### src/rtl/rv32i_axil_pkg.sv
// rv32i_axil_pkg
// Shared constants for the AXI4-Lite arbiter slice: arbiter state encodings,
// AXI response codes, the default protection value and a saturating
// increment used by the optional performance counters.
package rv32i_axil_pkg;

    localparam logic [1:0] S_IDLE = 2'd0;
    localparam logic [1:0] S_RD   = 2'd1;
    localparam logic [1:0] S_WR   = 2'd2;

    localparam logic [1:0] AXI_RESP_OKAY   = 2'b00;
    localparam logic [1:0] AXI_RESP_SLVERR = 2'b10;

    localparam logic [2:0] AXIL_PROT_DEFAULT = 3'b000;

    localparam int PERF_CNT_W = 32;

    function automatic logic [PERF_CNT_W-1:0] sat_inc(input logic [PERF_CNT_W-1:0] v);
        return (v == '1) ? v : v + 1'b1;
    endfunction

endpackage

### src/rtl/rv32i_rr_arbiter.sv
// rv32i_rr_arbiter
// Combinational round-robin pick. The search starts one position after
// last_grant and wraps, so the previous winner has the lowest priority.
// Ports:
//   req         in   N      request vector
//   last_grant  in   IDX_W  index of the previous winner
//   grant       out  N      one-hot winner (0 when no request)
//   grant_idx   out  IDX_W  index of the winner
//   grant_valid out  1      at least one request present
module rv32i_rr_arbiter #(
    parameter  int N     = 2,
    localparam int IDX_W = (N > 1) ? $clog2(N) : 1
) (
    input  logic [N-1:0]     req,
    input  logic [IDX_W-1:0] last_grant,
    output logic [N-1:0]     grant,
    output logic [IDX_W-1:0] grant_idx,
    output logic             grant_valid
);

    logic [IDX_W-1:0] cand;

    always_comb begin
        grant       = '0;
        grant_idx   = '0;
        grant_valid = 1'b0;
        cand        = '0;
        for (int k = 1; k <= N; k++) begin
            cand = IDX_W'((int'(last_grant) + k) % N);
            if (!grant_valid && req[cand]) begin
                grant[cand] = 1'b1;
                grant_idx   = cand;
                grant_valid = 1'b1;
            end
        end
    end

endmodule

### src/rtl/rv32i_axil_arbiter.sv
// rv32i_axil_arbiter
// Shares one downstream AXI4-Lite port between NUM_MASTERS upstream masters.
// One transaction is in flight at a time; the owner is picked round-robin in
// S_IDLE and keeps the bus until its R or B handshake completes.
// Ports:
//   clk, rst_n                  clock, asynchronous active-low reset
//   s_axi_{aw,w,b,ar,r}*        per-master AXI4-Lite slave channels,
//                               flattened, master i at slice i
//   m_axi_{aw,w,b,ar,r}*        downstream AXI4-Lite master port
//   arb_grant                   one-hot current owner, 0 when idle
//   arb_busy                    transaction in progress
//   perf_grants, perf_wait      only with RV32I_AXIL_ARB_PERF_EN defined:
//                               per-master 32-bit saturating counters of
//                               completed transactions / cycles waiting
//
// state  | meaning
// S_IDLE | arbitrate, nothing forwarded
// S_RD   | AR and R passed through for the owner
// S_WR   | AW, W and B passed through for the owner
module rv32i_axil_arbiter
    import rv32i_axil_pkg::*;
#(
    parameter int NUM_MASTERS = 2,
    parameter int ADDR_W      = 32,
    parameter int DATA_W      = 32
) (
    input  logic                          clk,
    input  logic                          rst_n,

    input  logic [NUM_MASTERS*ADDR_W-1:0] s_axi_awaddr,
    input  logic [NUM_MASTERS*3-1:0]      s_axi_awprot,
    input  logic [NUM_MASTERS-1:0]        s_axi_awvalid,
    output logic [NUM_MASTERS-1:0]        s_axi_awready,
    input  logic [NUM_MASTERS*DATA_W-1:0] s_axi_wdata,
    input  logic [NUM_MASTERS*DATA_W/8-1:0] s_axi_wstrb,
    input  logic [NUM_MASTERS-1:0]        s_axi_wvalid,
    output logic [NUM_MASTERS-1:0]        s_axi_wready,
    output logic [NUM_MASTERS*2-1:0]      s_axi_bresp,
    output logic [NUM_MASTERS-1:0]        s_axi_bvalid,
    input  logic [NUM_MASTERS-1:0]        s_axi_bready,
    input  logic [NUM_MASTERS*ADDR_W-1:0] s_axi_araddr,
    input  logic [NUM_MASTERS*3-1:0]      s_axi_arprot,
    input  logic [NUM_MASTERS-1:0]        s_axi_arvalid,
    output logic [NUM_MASTERS-1:0]        s_axi_arready,
    output logic [NUM_MASTERS*DATA_W-1:0] s_axi_rdata,
    output logic [NUM_MASTERS*2-1:0]      s_axi_rresp,
    output logic [NUM_MASTERS-1:0]        s_axi_rvalid,
    input  logic [NUM_MASTERS-1:0]        s_axi_rready,

    output logic [ADDR_W-1:0]             m_axi_awaddr,
    output logic [2:0]                    m_axi_awprot,
    output logic                          m_axi_awvalid,
    input  logic                          m_axi_awready,
    output logic [DATA_W-1:0]             m_axi_wdata,
    output logic [DATA_W/8-1:0]           m_axi_wstrb,
    output logic                          m_axi_wvalid,
    input  logic                          m_axi_wready,
    input  logic [1:0]                    m_axi_bresp,
    input  logic                          m_axi_bvalid,
    output logic                          m_axi_bready,
    output logic [ADDR_W-1:0]             m_axi_araddr,
    output logic [2:0]                    m_axi_arprot,
    output logic                          m_axi_arvalid,
    input  logic                          m_axi_arready,
    input  logic [DATA_W-1:0]             m_axi_rdata,
    input  logic [1:0]                    m_axi_rresp,
    input  logic                          m_axi_rvalid,
    output logic                          m_axi_rready,

`ifdef RV32I_AXIL_ARB_PERF_EN
    output logic [NUM_MASTERS*32-1:0]     perf_grants,
    output logic [NUM_MASTERS*32-1:0]     perf_wait,
`endif
    output logic [NUM_MASTERS-1:0]        arb_grant,
    output logic                          arb_busy
);

    localparam int STRB_W = DATA_W / 8;
    localparam int IDX_W  = (NUM_MASTERS > 1) ? $clog2(NUM_MASTERS) : 1;

    logic [1:0]             state;
    logic [NUM_MASTERS-1:0] grant_r;
    logic [IDX_W-1:0]       grant_idx_r;
    logic [IDX_W-1:0]       last_grant;

    logic [NUM_MASTERS-1:0] req;
    logic [NUM_MASTERS-1:0] pick;
    logic [IDX_W-1:0]       pick_idx;
    logic                   pick_valid;
    logic                   rd_done;
    logic                   wr_done;

    assign req = s_axi_arvalid | s_axi_awvalid;

    rv32i_rr_arbiter #(
        .N (NUM_MASTERS)
    ) u_rr (
        .req         (req),
        .last_grant  (last_grant),
        .grant       (pick),
        .grant_idx   (pick_idx),
        .grant_valid (pick_valid)
    );

    // m_axi_rready / m_axi_bready are already zero outside their state.
    assign rd_done = (state == S_RD) && m_axi_rvalid && m_axi_rready;
    assign wr_done = (state == S_WR) && m_axi_bvalid && m_axi_bready;

    always_ff @(posedge clk or negedge rst_n) begin
        if (!rst_n) begin
            state       <= S_IDLE;
            grant_r     <= '0;
            grant_idx_r <= '0;
            last_grant  <= IDX_W'(NUM_MASTERS - 1);
        end else begin
            case (state)
                S_IDLE: begin
                    if (pick_valid) begin
                        grant_r     <= pick;
                        grant_idx_r <= pick_idx;
                        // a master offering both directions is served read first
                        state       <= s_axi_arvalid[pick_idx] ? S_RD : S_WR;
                    end
                end
                S_RD: begin
                    if (rd_done) begin
                        state      <= S_IDLE;
                        grant_r    <= '0;
                        last_grant <= grant_idx_r;
                    end
                end
                S_WR: begin
                    if (wr_done) begin
                        state      <= S_IDLE;
                        grant_r    <= '0;
                        last_grant <= grant_idx_r;
                    end
                end
                default: begin
                    state   <= S_IDLE;
                    grant_r <= '0;
                end
            endcase
        end
    end

    // Pass-through muxing. Everything defaults to zero so that idle, the
    // opposite direction and non-owners all see quiet channels; the response
    // payload is broadcast only while its direction is active.
    always_comb begin
        s_axi_awready = '0;
        s_axi_wready  = '0;
        s_axi_bresp   = '0;
        s_axi_bvalid  = '0;
        s_axi_arready = '0;
        s_axi_rdata   = '0;
        s_axi_rresp   = '0;
        s_axi_rvalid  = '0;
        m_axi_awaddr  = '0;
        m_axi_awprot  = AXIL_PROT_DEFAULT;
        m_axi_awvalid = 1'b0;
        m_axi_wdata   = '0;
        m_axi_wstrb   = '0;
        m_axi_wvalid  = 1'b0;
        m_axi_bready  = 1'b0;
        m_axi_araddr  = '0;
        m_axi_arprot  = AXIL_PROT_DEFAULT;
        m_axi_arvalid = 1'b0;
        m_axi_rready  = 1'b0;
        case (state)
            S_RD: begin
                m_axi_araddr               = s_axi_araddr[grant_idx_r*ADDR_W +: ADDR_W];
                m_axi_arprot               = s_axi_arprot[grant_idx_r*3 +: 3];
                m_axi_arvalid              = s_axi_arvalid[grant_idx_r];
                s_axi_arready[grant_idx_r] = m_axi_arready;
                s_axi_rvalid[grant_idx_r]  = m_axi_rvalid;
                m_axi_rready               = s_axi_rready[grant_idx_r];
                s_axi_rdata                = {NUM_MASTERS{m_axi_rdata}};
                s_axi_rresp                = {NUM_MASTERS{m_axi_rresp}};
            end
            S_WR: begin
                m_axi_awaddr               = s_axi_awaddr[grant_idx_r*ADDR_W +: ADDR_W];
                m_axi_awprot               = s_axi_awprot[grant_idx_r*3 +: 3];
                m_axi_awvalid              = s_axi_awvalid[grant_idx_r];
                s_axi_awready[grant_idx_r] = m_axi_awready;
                m_axi_wdata                = s_axi_wdata[grant_idx_r*DATA_W +: DATA_W];
                m_axi_wstrb                = s_axi_wstrb[grant_idx_r*STRB_W +: STRB_W];
                m_axi_wvalid               = s_axi_wvalid[grant_idx_r];
                s_axi_wready[grant_idx_r]  = m_axi_wready;
                s_axi_bvalid[grant_idx_r]  = m_axi_bvalid;
                m_axi_bready               = s_axi_bready[grant_idx_r];
                s_axi_bresp                = {NUM_MASTERS{m_axi_bresp}};
            end
            default: begin
            end
        endcase
    end

    assign arb_grant = grant_r;
    assign arb_busy  = (state != S_IDLE);

`ifdef RV32I_AXIL_ARB_PERF_EN
    // grant_r is zero in S_IDLE, so the arbitration cycle counts as waiting.
    always_ff @(posedge clk or negedge rst_n) begin
        if (!rst_n) begin
            perf_grants <= '0;
            perf_wait   <= '0;
        end else begin
            for (int i = 0; i < NUM_MASTERS; i++) begin
                if ((rd_done || wr_done) && grant_r[i])
                    perf_grants[i*32 +: 32] <= sat_inc(perf_grants[i*32 +: 32]);
                if (req[i] && !grant_r[i])
                    perf_wait[i*32 +: 32] <= sat_inc(perf_wait[i*32 +: 32]);
            end
        end
    end
`endif

endmodule

### config.mk
export PLATFORM = sky130hd
export DESIGN_NAME = rv32i_axil_arbiter
export DESIGN_NICKNAME = d
export VERILOG_FILES = /design/src/rtl/rv32i_axil_pkg.sv /design/src/rtl/rv32i_rr_arbiter.sv /design/src/rtl/rv32i_axil_arbiter.sv
export SDC_FILE = /design/constraint.sdc
export NUM_CORES = 1
export LEC_CHECK = 0
export CAP_MARGIN = 20
export CELL_PAD_IN_SITES_DETAIL_PLACEMENT = 1
export CELL_PAD_IN_SITES_GLOBAL_PLACEMENT = 2
export CORE_AREA = 2 2 180 182
export DETAILED_ROUTE_END_ITERATION = 8
export DIE_AREA = 0 0 182 184
export MAX_ROUTING_LAYER = met4
export PLACE_DENSITY = 0.82
export SYNTH_ARGS = -nofsm -noshare
export SYNTH_HDL_FRONTEND = slang
export SYNTH_SLANG_ARGS = --single-unit
### constraint.sdc
create_clock -name clk -period 2 [get_ports clk]
set_clock_uncertainty 0.15 [all_clocks]
set_input_delay 0.5 -clock clk [delete_from_list [all_inputs] [get_ports clk]]
set_output_delay 0.5 -clock clk [all_outputs]
set_load 0.05 [all_outputs]
==> qor.txt, run 1 <==
Status: finished with violations
Failing checks: negative setup slack
Yosys reg bits: 6
Maxcap violations: 0
First-pass GRT wire length: 32.5 mm
1st-iter DRT viols: 63
R2R setup slack: 0.04 ns
Die footprint: 33,500 um2
Area Growth Syn to Fin: 354%
Final #Nets: 1,144
Largest net degree at the start of global routing: 30
Dpl hpwl: 18.7 mm
RSZ-0062 raised after global routing: yes
Cell Chain, Critical Path: buf_4 -> clkbuf_16 -> mux2i_4 -> nor2_4 -> buf_12
P_leak: 4.62 nW
Count leader, synth: nor2_1
Headroom to the max-slew limit: 79.7%
Post-Route WL: 24.5 mm
Post-synth top area cell: mux2i_1
Worst setup path class: reg -> out
Initial antenna violation count: 2
Crit-path slowest cell: dfrtp_4
R2R Path End: arb_grant[1]$_DFFE_PN0P_
Clock slew at reported path FFs: 0.04 ns
CTS Buf Count: 3
Worst Setup End Kind: output port
# H-tree levels: 1
Setup TNS: -39.02 ns
Dominant cells by area after synthesis: mux2i_1, nor2_1, buf_4, and2_1, dfrtp_1
EDFF count, synth: 0
Req. time, crit path: 1.35 ns
Worst Setup Slack, final: -0.275 ns
Synth top area share: 42.1%
Synth Net Count: 640
Clock Latency Late Sink: 0.23 ns
Routed len/inst: 19.1 um
Power Dens Cells: 1480 nW/um2
CP delay by family, top: flip-flops
Share of flip-flops with an asynchronous set or reset: 100%
Startpoint types: flip-flop
Synth cell count leaders: nor2_1, mux2i_1, buf_4
Final period utilization: 114%
Mean post-synth cell area: 6.97 um2
Met1 Use GR: 13.1%
Distinct cells, synth: 32
Slew Limit Fails: 0
Worst Hold Class: in -> async
Tightest Pin Transition: 0.296 ns
Met3 usage: 3.31%
Boundary pin count: 461
Synth Instances: 375
Via count: 4,808
GR peak layer: met2
Most used DFF post-synth: dfrtp_1
Area of the core: 31,400 um2
Clk sinks: 6
Horiz. Die Dim: 182 um
Share of cells above drive strength 1: 60.6%
Post-route DRC: 0
Clock Path Buffers: 2
Worst path bufs/invs: 3
Hold violation count in the final report: 0
Clk root buf: clkbuf_16
Max Clk Rate: 0.440 GHz
DRT Pass-1 Iters: 4
Endpoints failing setup: 193
Row cnt: 65
CP Data Arrival Time: 1.62 ns
R2R depth: 9
Min Tclk post-route: 2.28 ns
All-Layer GR Usage: 13.3%
Final Cell Area: 11,900 um2
Syn. warnings: 0
GR Overflow Total: 0
Number of fill cells: 3,303
Initial core utilization: 8.33%
DR vias/cell: 3.75
Cell Area, Synth: 2620 um2
DP Area: 10,200 um2
Met2 Usage GRT: 26.3%
Slowest stage delay, CP: 0.54 ns
Reg2reg start: state[0]$_DFFE_PN0P_
Post-synthesis sequential area ratio: 5.79%
Die height: 184 um
CTS tree: yes
CP max FO: 6
Post-DRT Antenna Nets: 0
Total Power: 17.5 mW
Vias in the first global route: 5,400
Peak supply drop: 0.000558 V
Port-buffer cells: 460
CP Depth: 5
Final Wtd Congestion: 0.762
Hold_buf cts: 0
## what timing repair did
action / 4_1_cts / 5_1_grt
buffers inserted: 20 / 17
cloned: 6 / 7
endpoints found under the setup margin: 196 / 195
pin swaps: 42 / 24
endpoints found under the hold margin: 0 / 0
gates resized for setup: 179 / 70
## metal layers
metal  vias up  part of all wire (%)
li1       2235                     -
met1      2265                    35
met3        19                   7.3
met5         -                     0
met2       289                    56
met4         0                   1.4
## cell families (layout without fill, tap and decap cells)
group / count (synthesis) / in the layout / synth area share, %
flip-flops: 6 / 6 / 5.79
AND/OR/NAND/NOR: 174 / 175 / 31.1
buffers and inverters: 70 / 572 / 16.9
AO/OA/AOI/OAI: 14 / 14 / 3.73
multiplexers: 111 / 111 / 42.5
other: 0 / 1 / 0
## worst register-to-register path: cells and delay by family, from the launching register on
kind	cells	cell delay, ns
buf+inv	5	0.67
compound gates	2	0.41
flops	1	0.38
simple gates	2	0.23
## through the flow
step	cells	util, %	hold slack [ns]	setup WS (ns)
2_1_floorplan	375	-	0.0544	-0.214
3_3_place_gp	1229	32.4	0.351	-0.290
3_5_place_dp	1229	32.4	0.370	-0.289
4_1_cts	1259	35.8	0.371	-0.297
5_1_grt	1281	37.8	0.394	-0.334
6_report	1281	37.8	0.374	-0.275
## cells in the final DEF, fill, tap and decap left out, types with 5 or more instances in the layout
master	count
mux2i_4	31
buf_6	33
mux2i_1	53
buf_8	16
clkbuf_16	8
clkdlybuf4s50_1	262
nor2_2	37
buf_4	50
mux2i_2	26
and3_4	5
and2_4	36
nor2_4	72
buf_12	189
nor2_1	5
buf_16	8
## sequential cells by signal, indices dropped and copies added (netlist names)
| signal | flops |
|---|---|
| last_grant | 1 |
| state | 2 |
| arb_grant | 2 |
| grant_idx_r | 1 |
## final cells by class
cell class                 instances  area [um2]  area share [%]
timing repair buffer             565        7760            65.4
sequential                         6         156            1.32
multi-input combinational        300        3350            28.3
antenna                            1        2.50          0.0211
inverter                           3        11.3          0.0949
clock buffer                       4        78.8           0.664
tap                              402         503            4.24
## power breakdown
| group | internal [mW] | total [mW] | switching, mW |
|---|---|---|---|
| Sequential | 0.194 | 0.281 | 0.0865 |
| Combinational | 8.36 | 16.9 | 8.54 |
| Clock | 0.265 | 0.339 | 0.0745 |
| Total | 8.82 | 17.5 | 8.70 |
## how the worst max path moves through the flow
stage	slack (ns)	endpoint	start
detailed placement	-0.29	m_axi_rready	s_axi_rready[1]
CTS	-0.30	m_axi_bready	grant_idx_r$_DFFE_PN0P_
global route	-0.33	m_axi_awaddr[20]	state[0]$_DFFE_PN0P_
finish	-0.28	m_axi_araddr[20]	grant_idx_r$_DFFE_PN0P_
global placement	-0.29	m_axi_rready	s_axi_rready[1]
floorplan	-0.21	m_axi_wdata[11]	grant_idx_r$_DFFE_PN0P_
(Power assumes the default switching activity.)
==> inputs of run 2 (changes only) <==
--- a/config.mk
+++ b/config.mk
@@ -9,10 +9,12 @@
 export CELL_PAD_IN_SITES_DETAIL_PLACEMENT = 1
 export CELL_PAD_IN_SITES_GLOBAL_PLACEMENT = 2
 export CORE_AREA = 2 2 180 182
+export CTS_BUF_LIST = sky130_fd_sc_hd__clkbuf_16
 export DETAILED_ROUTE_END_ITERATION = 8
 export DIE_AREA = 0 0 182 184
 export MAX_ROUTING_LAYER = met4
 export PLACE_DENSITY = 0.82
+export SLEW_MARGIN = 5
 export SYNTH_ARGS = -nofsm -noshare
 export SYNTH_HDL_FRONTEND = slang
 export SYNTH_SLANG_ARGS = --single-unit
==> run 2 against run 1 <==
Compared with the run above: the run still ends with negative setup slack left; utilization is 0.14 points lower; highest routed layer unchanged; first-iteration DRC count is 19% higher; fmax hardly changed; final cell count hardly changed; clock power is 1% lower; non-clock buffer count is 1 lower.
==> qor.txt, run 2 (same netlist as run 1, synthesis figures left out) <==
Status: finished with violations
Failing checks: negative setup slack
Boundary pin count: 461
Largest net degree at the start of global routing: 30
Clock slew at reported path FFs: 0.04 ns
Non-Filler Instances: 1,280
Max Clk Rate: 0.440 GHz
Endpoints failing setup: 193
Share of cells above drive strength 1: 60.4%
All-Layer GR Usage: 13.3%
GR Overflow Total: 0
Post-DRT Antenna Nets: 0
Startpoint types: flip-flop
CTS Buf Count: 3
Worst Hold Class: in -> async
R2R setup slack: 0.04 ns
DP Area: 10,200 um2
Peak supply drop: 0.000556 V
Min Hold Slack: 0.373 ns
RSZ-0062 raised after global routing: yes
Area Growth Syn to Fin: 352%
Hold violation count in the final report: 0
CP Launch Point: grant_idx_r$_DFFE_PN0P_
Clock Path Buffers: 2
Slew Limit Fails: 0
Worst setup path class: reg -> out
Headroom to the max-slew limit: 79.8%
Horiz. Die Dim: 182 um
Final Wtd Congestion: 0.762
Port-buffer cells: 460
CTS tree: yes
Setup TNS: -38.51 ns
Via count: 4,808
Req. time, crit path: 1.35 ns
Post-Route WL: 24.1 mm
CP max FO: 10
R2R Path End: arb_grant[1]$_DFFE_PN0P_
Power Dens Cells: 1470 nW/um2
DRT Pass-1 Iters: 4
Final Cell Area: 11,800 um2
Row cnt: 65
R2R depth: 9
Min Tclk post-route: 2.27 ns
1st-iter DRT viols: 75
Most frequent cells in the layout: clkdlybuf4s50_1, buf_12, nor2_4
Worst Setup Slack, final: -0.273 ns
CP Data Arrival Time: 1.62 ns
First-pass GRT wire length: 32.4 mm
Clock Latency Late Sink: 0.23 ns
Placement Setup Slack: -0.289 ns
Placed Cells: 1,229
Final core occ: 37.6%
Total Power: 17.4 mW
Worst Setup End Kind: output port
Post-route DRC: 0
Area of the core: 31,400 um2
Initial antenna violation count: 2
Reg2reg start: state[0]$_DFFE_PN0P_
Hold_buf cts: 0
Routed len/inst: 18.8 um
Final period utilization: 114%
# H-tree levels: 1
Vias in the first global route: 5,399
Final #Nets: 1,143
Dpl hpwl: 18.7 mm
Clk root buf: clkbuf_16
Clk sinks: 6
P_leak: 4.61 nW
Leading cell type in the layout, fill and taps excluded: clkdlybuf4s50_1
Die footprint: 33,500 um2
Maxcap violations: 0
Die height: 184 um
Tightest Pin Transition: 0.295 ns
DR vias/cell: 3.76
Initial core utilization: 8.33%
run 2: how the worst max path moves through the flow:
stage | end | slack (ns) | cells after the start
4_1_cts | m_axi_bready | -0.30 | 4
2_1_floorplan | m_axi_wdata[11] | -0.21 | 5
3_3_place_gp | m_axi_rready | -0.29 | 4
6_report | m_axi_araddr[15] | -0.27 | 5
3_5_place_dp | m_axi_rready | -0.29 | 4
5_1_grt | m_axi_awaddr[22] | -0.35 | 5
run 2: worst max-delay path, cell delays in order, from the launching register on:
cell and delay [ns]:
dfrtp_4 0.50, buf_4 0.20, buf_12 0.19, mux2i_4 0.27, nor2_4 0.04, buf_4 0.18
run 2: area by class of cell:
cell class,instances,area (um2)
antenna,1,2.50
sequential,6,156
clock buffer,3,75.1
timing repair buffer,564,7720
fill,3300,19600
inverter,3,11.3
tap,402,503
multi-input combinational,300,3340
clock inverter,1,3.75
run 2: layer usage:
metal	wire (um)	track usage (%)	up-vias
li1	-	-	2235
met1	8560	13.0	2265
met2	13400	26.3	287
met5	0	-	-
met4	386	2.65	0
met3	1740	3.31	21
run 2: timing repair:
| item | 4_1_cts | 5_1_grt |
|---|---|---|
| resized for setup | 180 | 65 |
| endpoints found under the setup margin | 196 | 195 |
| pin swaps | 42 | 23 |
| buffers inserted | 20 | 17 |
| gates cloned | 6 | 6 |
run 2: power by group:
| group | switching, mW | internal, mW | total, mW | leakage (nW) |
|---|---|---|---|---|
| sequential | 0.0865 | 0.194 | 0.281 | 0.0702 |
| clock | 0.0748 | 0.260 | 0.335 | 0.0423 |
| combinational | 8.49 | 8.30 | 16.8 | 4.50 |
| total | 8.65 | 8.75 | 17.4 | 4.61 |
